===== src/rtl/key_scan_ctrl.sv =====
// 4x4 key matrix scanner with debounce, digit counting/lockout and clear strobe generation.
// Optional: define KEYCTRL_FKEY_CLEAR_EN to make key 15 act as a clear request instead of a digit.
module key_scan_ctrl #(
  parameter int SCAN_DIV   = 1000,
  parameter int DB_CYCLES  = 20000,
  parameter int MAX_DIGITS = 8
) (
  input  logic       clock,
  input  logic       reset,
  output logic [3:0] row_n,
  input  logic [3:0] col_n,
  input  logic       clear_req,
  output logic       key_in,
  output logic [3:0] key_val,
  output logic       clear,
  output logic [3:0] digits,
  output logic       full
);

  typedef enum logic [1:0] {SCAN, DEBOUNCE, EMIT, RELEASE} state_t;

  localparam logic [15:0] DWELL_LAST = 16'(SCAN_DIV - 1);
  localparam logic [19:0] DB_LAST    = 20'(DB_CYCLES - 1);
  localparam logic [3:0]  DIGITS_MAX = 4'(MAX_DIGITS);

  state_t      state_reg, state_next;
  logic [3:0]  col_meta_reg, col_sync_reg;
  logic [1:0]  row_reg, row_next;
  logic [1:0]  col_cap_reg, col_cap_next;
  logic [15:0] dwell_reg, dwell_next;
  logic [19:0] db_reg, db_next;
  logic        clear_req_reg;
  logic        key_in_reg, key_in_next;
  logic [3:0]  key_val_reg, key_val_next;
  logic        clear_reg, clear_next;
  logic [3:0]  digits_reg, digits_next;

  logic        clear_edge;
  logic        any_low;
  logic [1:0]  low_col;
  logic        fkey_hit;

  assign clear_edge = clear_req & ~clear_req_reg;
  assign any_low    = ~&col_sync_reg;

  // Lowest-index low column wins, so scan from the top down.
  always_comb begin
    low_col = 2'd0;
    for (int i = 3; i >= 0; i--) begin
      if (!col_sync_reg[i]) low_col = 2'(i);
    end
  end

`ifdef KEYCTRL_FKEY_CLEAR_EN
  assign fkey_hit = (state_reg == EMIT) && ({row_reg, col_cap_reg} == 4'hF);
`else
  assign fkey_hit = 1'b0;
`endif

  always_ff @(posedge clock or negedge reset) begin
    if (!reset) begin
      state_reg     <= SCAN;
      col_meta_reg  <= 4'hF;
      col_sync_reg  <= 4'hF;
      row_reg       <= 2'd0;
      col_cap_reg   <= 2'd0;
      dwell_reg     <= '0;
      db_reg        <= '0;
      clear_req_reg <= 1'b0;
      key_in_reg    <= 1'b0;
      key_val_reg   <= 4'd0;
      clear_reg     <= 1'b0;
      digits_reg    <= 4'd0;
    end else begin
      state_reg     <= state_next;
      col_meta_reg  <= col_n;
      col_sync_reg  <= col_meta_reg;
      row_reg       <= row_next;
      col_cap_reg   <= col_cap_next;
      dwell_reg     <= dwell_next;
      db_reg        <= db_next;
      clear_req_reg <= clear_req;
      key_in_reg    <= key_in_next;
      key_val_reg   <= key_val_next;
      clear_reg     <= clear_next;
      digits_reg    <= digits_next;
    end
  end

  always_comb begin
    state_next   = state_reg;
    row_next     = row_reg;
    col_cap_next = col_cap_reg;
    dwell_next   = dwell_reg;
    db_next      = db_reg;
    key_in_next  = 1'b0;
    key_val_next = key_val_reg;
    clear_next   = 1'b0;
    digits_next  = digits_reg;

    case (state_reg)
      SCAN: begin
        if (dwell_reg == DWELL_LAST) begin
          dwell_next = '0;
          if (any_low) begin
            col_cap_next = low_col;
            db_next      = '0;
            state_next   = DEBOUNCE;
          end else begin
            row_next = row_reg + 2'd1;
          end
        end else begin
          dwell_next = dwell_reg + 16'd1;
        end
      end
      DEBOUNCE: begin
        if (col_sync_reg[col_cap_reg]) begin
          dwell_next = '0;
          state_next = SCAN;
        end else if (db_reg == DB_LAST) begin
          state_next = EMIT;
        end else begin
          db_next = db_reg + 20'd1;
        end
      end
      EMIT: begin
        db_next    = '0;
        state_next = RELEASE;
        if (!full && !fkey_hit) begin
          key_in_next  = 1'b1;
          key_val_next = {row_reg, col_cap_reg};
          digits_next  = digits_reg + 4'd1;
        end
      end
      RELEASE: begin
        if (any_low) begin
          db_next = '0;
        end else if (db_reg == DB_LAST) begin
          dwell_next = '0;
          row_next   = row_reg + 2'd1;
          state_next = SCAN;
        end else begin
          db_next = db_reg + 20'd1;
        end
      end
      default: state_next = SCAN;
    endcase

    // A clear discards any digit being emitted in the same cycle.
    if (clear_edge || fkey_hit) begin
      clear_next   = 1'b1;
      key_in_next  = 1'b0;
      key_val_next = key_val_reg;
      digits_next  = 4'd0;
    end
  end

  assign row_n   = ~(4'b0001 << row_reg);
  assign key_in  = key_in_reg;
  assign key_val = key_val_reg;
  assign clear   = clear_reg;
  assign digits  = digits_reg;
  assign full    = (digits_reg == DIGITS_MAX);

endmodule


===== config.mk =====
export PLATFORM = sky130hd
export DESIGN_NAME = key_scan_ctrl
export DESIGN_NICKNAME = d
export VERILOG_FILES = /design/src/rtl/key_scan_ctrl.sv
export SDC_FILE = /design/constraint.sdc
export NUM_CORES = 1
export LEC_CHECK = 0
export BUFFER_PORTS_ARGS = -buffer_cell sky130_fd_sc_hd__buf_2
export CAP_MARGIN = 20
export CORE_MARGIN = 2
export CORE_UTILIZATION = 53
export CTS_BUF_LIST = sky130_fd_sc_hd__clkbuf_8
export CTS_CLUSTER_DIAMETER = 50
export CTS_CLUSTER_SIZE = 28
export DETAILED_ROUTE_END_ITERATION = 10
export PLACE_DENSITY = 0.78
export REMOVE_ABC_BUFFERS = 1
export SYNTH_ARGS = -nofsm -noshare
export SYNTH_HDL_FRONTEND = slang
export SYNTH_SLANG_ARGS = --single-unit

===== constraint.sdc =====
create_clock -name clock -period 5.6 [get_ports clock]
set_clock_uncertainty 0.15 [all_clocks]
set_input_delay 1.12 -clock clock [delete_from_list [all_inputs] [get_ports clock]]
set_output_delay 1.12 -clock clock [all_outputs]
set_load 0.02 [all_outputs]

# Word-level counts from Yosys, hierarchy flattened
# Index checks and enable logic that the tools add are counted.
totals:
  register_bits: 61
  word_cells: 87
  out_inout_bits: 15
op_classes:
  reduce_logical: 12
  n_mux: 36
  n_addsub: 4
  n_bitwise: 6
  magnitude_cmp: 1
  shift: 1
  n_eq_ne: 15
op_table:
  columns: ["operator", "n"]
  rows:
  - ["20-bit two-way mux", 5]
  - ["20-bit one-hot mux with 4 select lines", 1]
  - ["16-bit two-way mux", 4]
  - ["16-bit one-hot mux with 3 select lines", 1]
  - ["2-bit two-way mux", 14]
  - ["20-bit by 1-bit adder with 20-bit output (second input constant)", 1]
  - ["20-bit by 15-bit == test with 1-bit output (second input constant)", 1]
  - ["16-bit by 1-bit adder with 16-bit output (second input constant)", 1]
  - ["16-bit by 10-bit == test with 1-bit output (second input constant)", 1]
  - ["2-bit != test (second input constant)", 7]
  - ["4-bit two-way mux", 3]
  - ["5-bit AND reduction", 2]
  - ["3-bit AND reduction", 3]
  - ["2-bit one-hot mux with 4 select lines", 1]
  - ["4-bit AND reduction", 2]
  - ["1-bit two-way mux", 5]
  - ["4-bit by 1-bit adder with 4-bit output (second input constant)", 1]
  - ["2-bit == test (second input constant)", 2]
  - ["4-bit == test (second input constant)", 1]
  - ["1-bit inverter", 4]
  - ["4-bit inverter", 1]
  - ["2-bit one-hot mux with 2 select lines", 1]
  - ["2-bit nonzero test", 2]
  - ["1-bit by 2-bit << shifter with 4-bit output (first input constant)", 1]
  - ["10 further kinds", 10]

# Logic depth before layout (Yosys ltp)
# Gate-level depths: netlist of run 1.
logic_depth:
  word_depth: 4
  depth_mapped: 9
  mapped_depth_nobuf: 7

# Least setup slack after synthesis of run 1
# No wires, ideal clock.
synth_timing:
  kind: "input port to flip-flop"
  startpoint: "input port clear_req"
  endpoint: "register key_val_reg[0] (netlist: key_val[0])"
  stages: 4
  required_ns: 5.325
  path_buffers: 1
  path_slack_ns: 3.254
  setup_ns: 0.125
  t_arrival_ns: 2.072
  cell_sequence: "nor2b_1 -> or2_2 -> clkbuf_1 -> mux2_2"
synth_via:
  elab_chain_cells: 3
synth_rtl:
  columns: ["element", "line", "rtl"]
  rows:
  - ["start, declared", "12", "input logic clear_req,"]
  - ["1-bit bitwise AND", "43", "assign clear_edge = clear_req & ~clear_req_reg;"]
  - ["1-bit inverter (no line)", null, null]
  - ["3-bit AND reduction (no line)", null, null]
  - ["end signal, assigned", "84", "key_val_reg <= key_val_next;"]
  - ["end, declared", "34", "logic [3:0] key_val_reg, key_val_next;"]
# No other way between the ends.
# A chain may end at the register's enable or synchronous reset.

# Worst setup path after layout of run 1
layout_timing:
  startpoint: "register digits_reg[0] (netlist: digits[0])"
  endpoint: "output port full"
layout_via:
  elab_chain_cells: 1
layout_rtl:
  columns: ["element", "line", "rtl"]
  rows:
  - ["start, declared", "36", "logic [3:0] digits_reg, digits_next;"]
  - ["start signal, assigned", "86", "digits_reg <= digits_next;"]
  - ["4-bit == test", "163", "assign full = (digits_reg == DIGITS_MAX);"]
  - ["end, declared", "17", "output logic full"]
# No other way between the ends.

==> flow_metrics.tcl, run 1 <==
set metrics [dict create \
    status "complete, no violations" \
    power_density_nw_per_um2 227 \
    synth_fa_ha_area_share_pct 3.18 \
    setup_viol 0 \
    place.gp.congestion 0.871 \
    grt_use_total_pct 21.4 \
    vias 2553 \
    dp_hpwl_um 4130 \
    synthArstFlopShare_pct 100 \
    setup.worst_path.class "reg -> out" \
    largest_reg_flops 20 \
    drc_errors 0 \
    start_util_pct 54.1 \
    reg2reg_depth 7 \
    syn_avg_cell_area_um2 9.59 \
    rsz0062_at_grt "no" \
    timing.final.ws_setup_ns 3.02 \
    cpPeakStageDelay_ns 0.41 \
    n_antenna_cell 0 \
    synthMuxAreaShare_pct 2.74 \
    clk_latency_ns 0.35 \
    fp.dieH_um 81.1 \
    cts_tree "yes" \
    synth_area_um2 3150 \
    postCtsSetupBuffers 0 \
    p_comb_share_pct 2.2 \
    area_delta_synth_final_pct 9.46 \
    pwr-share-seq_pct 57.6 \
    path_cells "inv_1 > ha_1 > nand2_1 > nor2_1 > buf_2" \
    most-common-layout-cells "dfrtp_1 (53), nand2_1 (33), inv_1 (24)" \
    yosysSeqAreaShare_pct 48.8 \
    switchingPower_w 0.000179 \
    syn-instance-count 328 \
    drv_cap 0 \
    startpoint "digits[0]" \
    hold_viol_final 0 \
    ys.flop_type "dfrtp_1" \
    finalCritPeriodShare_pct 46.1 \
    pin_count 22 \
    p_leak_nw 1.58 \
    multi_input_area_um2 1480 \
    routed_wl_um 6240 \
    intPower_w 0.000602 \
    firstDrtPassIters 4 \
    clk_pin_slew_ns 0.06 \
    hold_path_class "reg -> reg" \
    first_global_vias 2349 \
    cts.hold.buffers_added 0 \
    r2r-end "dwell_reg[3]" \
    die_w_um 81.1 \
    ys_seq_elements 61 \
    fp.coreArea_um2 5820 \
    antenna_found_initial 0 \
    layout_commonest_cell "dfrtp_1" \
    seqCellArea_um2 1540 \
    ant_nets 0 \
    ir_worst_vdd_mv 0.174 \
    worstMarginPinSlew_ns 0.971 \
    ys_types 49 \
    cts_buffer_depth 2 \
    cts_buffers 9 \
    reg2reg_slack_ns 3.04 \
    slew_violations 0 \
    synth_area_leaders "dfrtp_1 (42%), dfstp_2 (6.7%), a31oi_1 (4.4%), nand2_1 (3.9%), a21oi_1 (3.7%)" \
    post-place-ws_ns 3.13 \
    drt_iter0_markers 158 \
    synth_xor_area_share_pct 2.23 \
    drive_gt1_share_pct 16.4 \
    vias_per_cell 5.95 \
    synth_enable_flop_cells 0 \
    rr_startpoint "dwell_reg[0]" \
    synth_top_area_share_pct 42.1 \
    htree_num_levels 3 \
    clock-sinks 61 \
    fin_setup_tns_ns 0 \
    ctsResizeCount 0 \
    max_slew_margin_pct 34.9 \
    fmax_mhz 388 \
    portBuffers 21 \
    synth_top_family_by_area "simple AND/OR/NAND/NOR gates" \
    period_minus_slack_ns 2.58 \
    grt-ovfl-total 0 \
    critPathRequiredTime_ns 4.33 \
    synth_simple_gate_area_share_pct 22.9 \
    worstPathArrival_ns 1.31 \
    switching_share_pct 22.9 \
    yosysWarningCount 0 \
    std_cell_rows 28 \
    end_kind "primary output" \
    root_buffer "clkbuf_8" \
    wire_per_inst_um 14.5 \
    n_fill_cell 527 \
    grt_pass1_wl_um 10800 \
    path_max_fanout 4 \
    crit_slowest_cell "dfrtp_1" \
    grt_max_degree 62 \
    synth_compound_area_share_pct 15.9 \
    fin_nets 364 \
    die_area_um2 6570 \
    power_frac_clock_pct 40.2 \
    startpoint_type "flip-flop" \
    crit_end "full" \
    yosysTopAreaCell "dfrtp_1" \
]
worst max-delay path: cells and delay by family, from the launching register on:
| family | cells | cell delay (ns) |
|---|---|---|
| adders and majority gates | 1 | 0.15 |
| buffers and inverters | 2 | 0.27 |
| DFF | 1 | 0.41 |
| and+or+nand+nor | 2 | 0.15 |
power groups by stage:
stage	Combinational (W)	Sequential (W)	Clock (W)
6_report	0.0000172	0.000450	0.000314
5_1_grt	0.0000201	0.000450	0.000345
4_1_cts	0.0000181	0.000450	0.000323
3_5_place_dp	0.0000182	0.000458	0
3_3_place_gp	0.0000177	0.000458	0
2_1_floorplan	0.00000350	0.000459	0
stage by stage:
step                total power, W  hold slack (ns)  instances  utilization (%)  area [um^2]
global placement          0.000475            0.196        413             56.6         3290
CTS                       0.000791            0.206        429             59.2         3440
finish                    0.000781            0.205        429             59.2         3440
floorplan                 0.000462            0.195        316                -         3090
global route              0.000815            0.200        429             59.2         3440
detailed placement        0.000476            0.197        413             56.6         3290
cell usage after synthesis, types with 3 or more instances:
library cell and n:
mux2_2 3, a41oi_1 6, o21ai_0 21, nor3_1 4, xnor2_1 4, nor2_1 23, dfstp_2 8, nand2_1 33
and3_1 7, mux2i_1 3, dfrtp_1 53, xor2_1 4, inv_1 19, a31oi_1 22, buf_2 5, clkbuf_1 3
nand3_1 16, ha_1 8, nand4_1 8, and4_1 4, or3_1 13, nor4_1 4, a21oi_1 23
cell type report:
type / instances / area share, %
multi-input combinational: 236 / 42.9
tap: 75 / 2.72
clock inverter: 7 / 0.835
timing repair buffer: 22 / 3.27
clock buffer: 9 / 3.60
sequential: 61 / 44.6
inverter: 19 / 2.07
worst min path at each step:
stage	startpoint	to	slack [ns]	cells past startpoint
floorplan	col_meta_reg[0]	col_sync_reg[0]	0.20	0
global placement	col_meta_reg[0]	col_sync_reg[0]	0.20	0
detailed placement	col_meta_reg[2]	col_sync_reg[2]	0.20	0
CTS	col_meta_reg[2]	col_sync_reg[2]	0.21	0
global route	col_meta_reg[3]	col_sync_reg[3]	0.20	0
finish	col_meta_reg[1]	col_sync_reg[1]	0.21	0
cells by family after synthesis:
| group | after synthesis |
|---|---|
| flops | 61 |
| compound gates | 80 |
| simple gates | 133 |
| mux | 7 |
| buf+inv | 31 |
| fa+ha+maj | 8 |
| xor+xnor | 8 |
metal layers:
layer  track usage (%)  wire [um]  vias to the layer above
met2              32.2       2800                       73
met3              4.33        297                       17
met5                 0          0                        -
met1              29.4       2990                     1221
li1                  -          -                     1242
met4              11.4        151                        0
Note: power is estimated with default switching activity, not from simulation.
==> run 2, diff against run 1 <==
- PLACE_DENSITY: 0.78 -> 0.81
- clock period: 5.6 -> 2.25 ns (I/O delays scaled with it)
==> run 2 against run 1 <==
First-iteration DRC count increased by 52%. Critical path depth increased by 2. Global-route usage increased by 0.65 points. Clock power increased to 2.7 times the previous value. Sequential share of layout area decreased by 3.9 points. Core utilization increased by 5.7 points. Combinational power increased to 2.9 times the previous value. Die area unchanged. Worst setup slack got worse by 3.0 ns. Register-to-register slack got worse by 3.0 ns. Flip-flop and latch count unchanged. Largest cell class is now multi-input gates.
==> flow_metrics.tcl, run 2 (synthesized netlist as in run 1, its figures left out) <==
set metrics [dict create \
    hold_path_class "in -> reg" \
    p_leak_nw 1.75 \
    reg2reg_slack_ns 0.04 \
    intPower_w 0.00157 \
    rr_startpoint "dwell_reg[1]" \
    die_area_um2 6570 \
    setup.worst_path.class "reg -> reg" \
    vias_per_cell 5.94 \
    slew_violations 0 \
    grt_max_degree 62 \
    most-common-layout-cells "dfrtp_1 (52), nand2_1 (33), buf_4 (29)" \
    final_cells 461 \
    wire_per_inst_um 14.9 \
    drt_iter0_markers 240 \
    status "complete, no violations" \
    largest_reg_flops 20 \
    reg2reg_depth 7 \
    n_antenna_cell 0 \
    std_cell_rows 28 \
    power_frac_clock_pct 41.9 \
    end_kind "flip-flop" \
    fin_nets 396 \
    worstMarginPinSlew_ns 0.602 \
    dp_hpwl_um 4410 \
    die_w_um 81.1 \
    fp.coreArea_um2 5820 \
    firstDrtPassIters 4 \
    grt-ovfl-total 0 \
    dpl.cell_count 435 \
    timing.final.ws_setup_ns 0.0393 \
    cts_tree "yes" \
    switchingPower_w 0.000441 \
    place.gp.congestion 0.839 \
    rsz0062_at_grt "yes" \
    crit_cells 7 \
    period_minus_slack_ns 2.21 \
    cpPeakStageDelay_ns 0.39 \
    grt_use_total_pct 22.1 \
    cts_buffers 9 \
    fin_setup_tns_ns 0 \
    crit_end "db_reg[15]" \
    ant_nets 0 \
    hold_viol_final 0 \
    post-place-ws_ns -0.0876 \
    area_delta_synth_final_pct 20.1 \
    fp.dieH_um 81.1 \
    antenna_found_initial 0 \
    setup_viol 0 \
    ir_worst_vdd_mv 0.447 \
    start_util_pct 54.1 \
    drc_errors 0 \
    clock-sinks 61 \
    finish.utilization_pct 65.0 \
    r2r-end "db_reg[15]" \
    pwr-share-seq_pct 55.6 \
    max_slew_margin_pct 59.8 \
    portBuffers 21 \
    switching_share_pct 21.9 \
    power_density_nw_per_um2 533 \
    clk_latency_ns 0.34 \
    worstPathArrival_ns 2.33 \
    layout_commonest_cell "dfrtp_1" \
    clk_pin_slew_ns 0.07 \
    cts_buffer_depth 2 \
    vias 2737 \
    startpoint_type "flip-flop" \
    routed_wl_um 6850 \
    critPathRequiredTime_ns 2.37 \
    first_global_vias 2484 \
    path_cells "ha_1 > nor3b_2 > nand4_2 > o21ai_4 > nand3_2 > or3_1 > a21oi_1" \
    finalCritPeriodShare_pct 98.3 \
    htree_num_levels 3 \
    path_max_fanout 6 \
    cp_num_buf_inv 0 \
    drive_gt1_share_pct 25.6 \
    drv_cap 0 \
    crit_slowest_cell "dfrtp_1" \
    grt_pass1_wl_um 11100 \
    p_comb_share_pct 2.5 \
    root_buffer "clkbuf_8" \
    cp_top_family "simple AND/OR/NAND/NOR gates" \
    fmax_mhz 452 \
    pin_count 22 \
    startpoint "dwell_reg[1]" \
]
-- run 2: cell count changes in the layout (fill, tap and decap cells not counted), sizes merged --
cell,previous run,this run
buf,22,51
clkbuf,9,11
dlygate4sd3,0,1
inv,24,22
nand3,18,20
-- run 2: per-stage QoR --
step / area, um^2 / total power [W] / hold slack [ns]
6_report: 3780 / 0.00201 / 0.0547
5_1_grt: 3780 / 0.00210 / 0.0313
4_1_cts: 3680 / 0.00204 / 0.0352
3_5_place_dp: 3470 / 0.00119 / 0.198
3_3_place_gp: 3470 / 0.00119 / 0.195
2_1_floorplan: 3090 / 0.00115 / 0.00441
-- run 2: repair_timing --
item,4_1_cts,5_1_grt
pin swaps,2,9
hold buffers,1,0
buffers inserted,0,7
resized for setup,3,11
hold endpoints to repair,53,0
setup endpoints to repair,16,33
cloned,1,1
-- run 2: layout make-up --
type / instances / area (um^2)
Sequential cell: 61 / 1540
Tap cell: 75 / 93.8
Timing Repair Buffer: 52 / 353
Clock buffer: 11 / 151
Clock inverter: 5 / 21.3
Multi-Input combinational cell: 238 / 1550
Inverter: 19 / 71.3
Fill cell: 477 / 2040
-- run 2: power groups by stage --
stage | clock network [W] | registers, W | logic, W
2_1_floorplan | 0 | 0.00114 | 0.00000870
3_3_place_gp | 0 | 0.00114 | 0.0000489
3_5_place_dp | 0 | 0.00114 | 0.0000498
4_1_cts | 0.000866 | 0.00112 | 0.0000513
5_1_grt | 0.000919 | 0.00112 | 0.0000571
6_report | 0.000845 | 0.00112 | 0.0000498
-- run 2: metal layers --
layer / track usage [%] / vias up / part of all wire (%)
li1: - / 1308 / -
met1: 28.5 / 1331 / 43
met2: 34.2 / 90 / 50
met3: 6.33 / 8 / 5.7
met4: 10.8 / 0 / 1.2
met5: 0 / - / 0
-- run 2: worst min-delay path by stage --
stage | depth (start not counted) | to | start | slack [ns]
after floorplan | 0 | asynchronous set/reset pin | reset | 0.004
after global placement | 0 | col_sync_reg[0] | col_meta_reg[0] | 0.20
after detailed placement | 0 | col_sync_reg[1] | col_meta_reg[1] | 0.20
after CTS | 1 | col_meta_reg[0] | col_n[0] | 0.04
after global routing | 1 | col_meta_reg[0] | col_n[0] | 0.03
final | 1 | col_meta_reg[0] | col_n[0] | 0.05
==> run 3, diff against run 2 <==
- CTS_BUF_LIST: sky130_fd_sc_hd__clkbuf_8 -> unset
- SETUP_SLACK_MARGIN: unset -> 0.5
==> run 3 against run 2 <==
The flow now finishes with violations (negative setup slack). Clock power rose by 3.2%. Sequential share of layout area decreased by 5.5 points. Cell area increased by 16%. Cell count rose by 6.5%. Core utilization rose by 10 points. Die area did not move. Via count grew 15%. Flip-flop and latch count is the same. Critical path type unchanged. Critical endpoint is now db_reg[11].
==> flow_metrics.tcl, run 3 (synthesized netlist as in run 1, its figures left out) <==
set metrics [dict create \
    status "finished with violations" \
    violations "negative setup slack" \
    drc_errors 0 \
    drv_cap 0 \
    cts_buffers 9 \
    fin_nets 426 \
    p_leak_nw 1.97 \
    clk_latency_ns 0.35 \
    critPathRequiredTime_ns 2.31 \
    antenna_found_initial 0 \
    hold_path_class "in -> reg" \
    grt_max_degree 62 \
    wire_per_inst_um 18.6 \
    rsz0062_at_grt "yes" \
    first_global_vias 2754 \
    largest_reg_flops 20 \
    place.gp.congestion 0.839 \
    routed_wl_um 9120 \
    vias 3136 \
    dp_hpwl_um 4410 \
    ant_nets 0 \
    pin_count 22 \
    post-place-ws_ns -0.0876 \
    die_w_um 81.1 \
    p_comb_share_pct 2.6 \
    multi_input_area_um2 1850 \
    path_max_fanout 6 \
    end_kind "flip-flop" \
    hold_viol_final 0 \
    seqCellArea_um2 1540 \
    vias_per_cell 6.39 \
    clk_pin_slew_ns 0.07 \
    layout_commonest_cell "buf_4" \
    die_area_um2 6570 \
    finalPower_w 0.00204 \
    cts_tree "yes" \
    setup_viol 1 \
    pwr-share-seq_pct 54.8 \
    drive_gt1_share_pct 42.5 \
    n_fill_cell 361 \
    root_buffer "clkbuf_8" \
    start_util_pct 54.1 \
    drt_iter0_markers 293 \
    ir_worst_vdd_mv 0.474 \
    portBuffers 21 \
    switching_share_pct 22.4 \
    htree_num_levels 3 \
    fin_setup_tns_ns -0.104 \
    finalCritPeriodShare_pct 105 \
    startpoint_type "flip-flop" \
    fmax_mhz 425 \
    most-common-layout-cells "buf_4 (50), dfrtp_1 (47), nand2_1 (30)" \
    grt-ovfl-total 0 \
    period_minus_slack_ns 2.35 \
    power_density_nw_per_um2 466 \
    worstPathArrival_ns 2.42 \
    max_slew_margin_pct 70.4 \
    worstMarginPinSlew_ns 0.444 \
    setup.worst_path.class "reg -> reg" \
    switchingPower_w 0.000457 \
    intPower_w 0.00159 \
    power_frac_clock_pct 42.6 \
    clock-sinks 61 \
    n_antenna_cell 0 \
    fp.dieH_um 81.1 \
    cts_buffer_depth 2 \
    area_delta_synth_final_pct 39.4 \
    grt_pass1_wl_um 12900 \
    slew_violations 0 \
    fp.coreArea_um2 5820 \
    grt_use_total_pct 26.1 \
    std_cell_rows 28 \
    timing.final.ws_setup_ns -0.104 \
    firstDrtPassIters 5 \
]
==> run 3: cell type report <==
class	count	share of cell area [%]
well taps	75	2.14
clock inverters	2	0.228
clock buffers	14	3.71
inverters	19	1.68
flip-flops and latches	61	35.2
multi-input cells	239	42.1
repair buffers	81	15.0
==> run 3: repair_timing <==
action	CTS	global route
hold buffers	1	0
gates cloned	3	1
hold endpoints to repair	53	0
setup endpoints to repair	51	50
pin swaps	31	26
resized for setup	71	37
buffers inserted	25	10
==> run 3: worst max-delay path, stage by stage (launching register included) <==
cell      delay (ns)
dfrtp_1         0.44
and4bb_2        0.37
nand4_4         0.15
o21ai_4         0.31
buf_6           0.17
nand3_4         0.11
o21ai_0         0.36
a21oi_1         0.14
==> run 3: power groups by stage <==
stage / logic (W) / clock network, W / registers [W]
floorplan: 0.00000870 / 0 / 0.00114
global placement: 0.0000489 / 0 / 0.00114
detailed placement: 0.0000498 / 0 / 0.00114
CTS: 0.0000517 / 0.000878 / 0.00112
global route: 0.0000595 / 0.000931 / 0.00112
finish: 0.0000525 / 0.000872 / 0.00112
==> run 3: metrics by stage <==
stage	hold slack, ns	instances	area (um^2)	util (%)
5_1_grt	0.0314	491	4390	75.5
2_1_floorplan	0.00441	316	3090	-
3_5_place_dp	0.198	435	3470	59.7
3_3_place_gp	0.195	435	3470	59.7
6_report	0.0448	491	4390	75.5
4_1_cts	0.0357	480	4150	71.4
==> run 3: metal layers <==
metal / track usage [%] / up-vias / part of all wire (%)
met3: 7.11 / 55 / 8.1
met4: 14.4 / 0 / 4.4
met5: 0 / - / 0
met1: 32.6 / 1513 / 38
met2: 41.1 / 196 / 50
li1: - / 1372 / -
==> run 3: worst paths after layout <==
| path | cells after the start | end | from | slack, ns |
|---|---|---|---|---|
| max | 7 | db_reg[11] | dwell_reg[12] | -0.10 |
| min | 1 | col_meta_reg[0] | col_n[0] | 0.04 |
| max reg2reg | 7 | db_reg[11] | dwell_reg[12] | -0.10 |
| min reg2reg | 0 | col_sync_reg[1] | col_meta_reg[1] | 0.21 |
| max in group asynchronous | 3 | col_meta_reg[2] | reset | 1.14 |
| min in group asynchronous | 3 | dwell_reg[14] | reset | 0.48 |
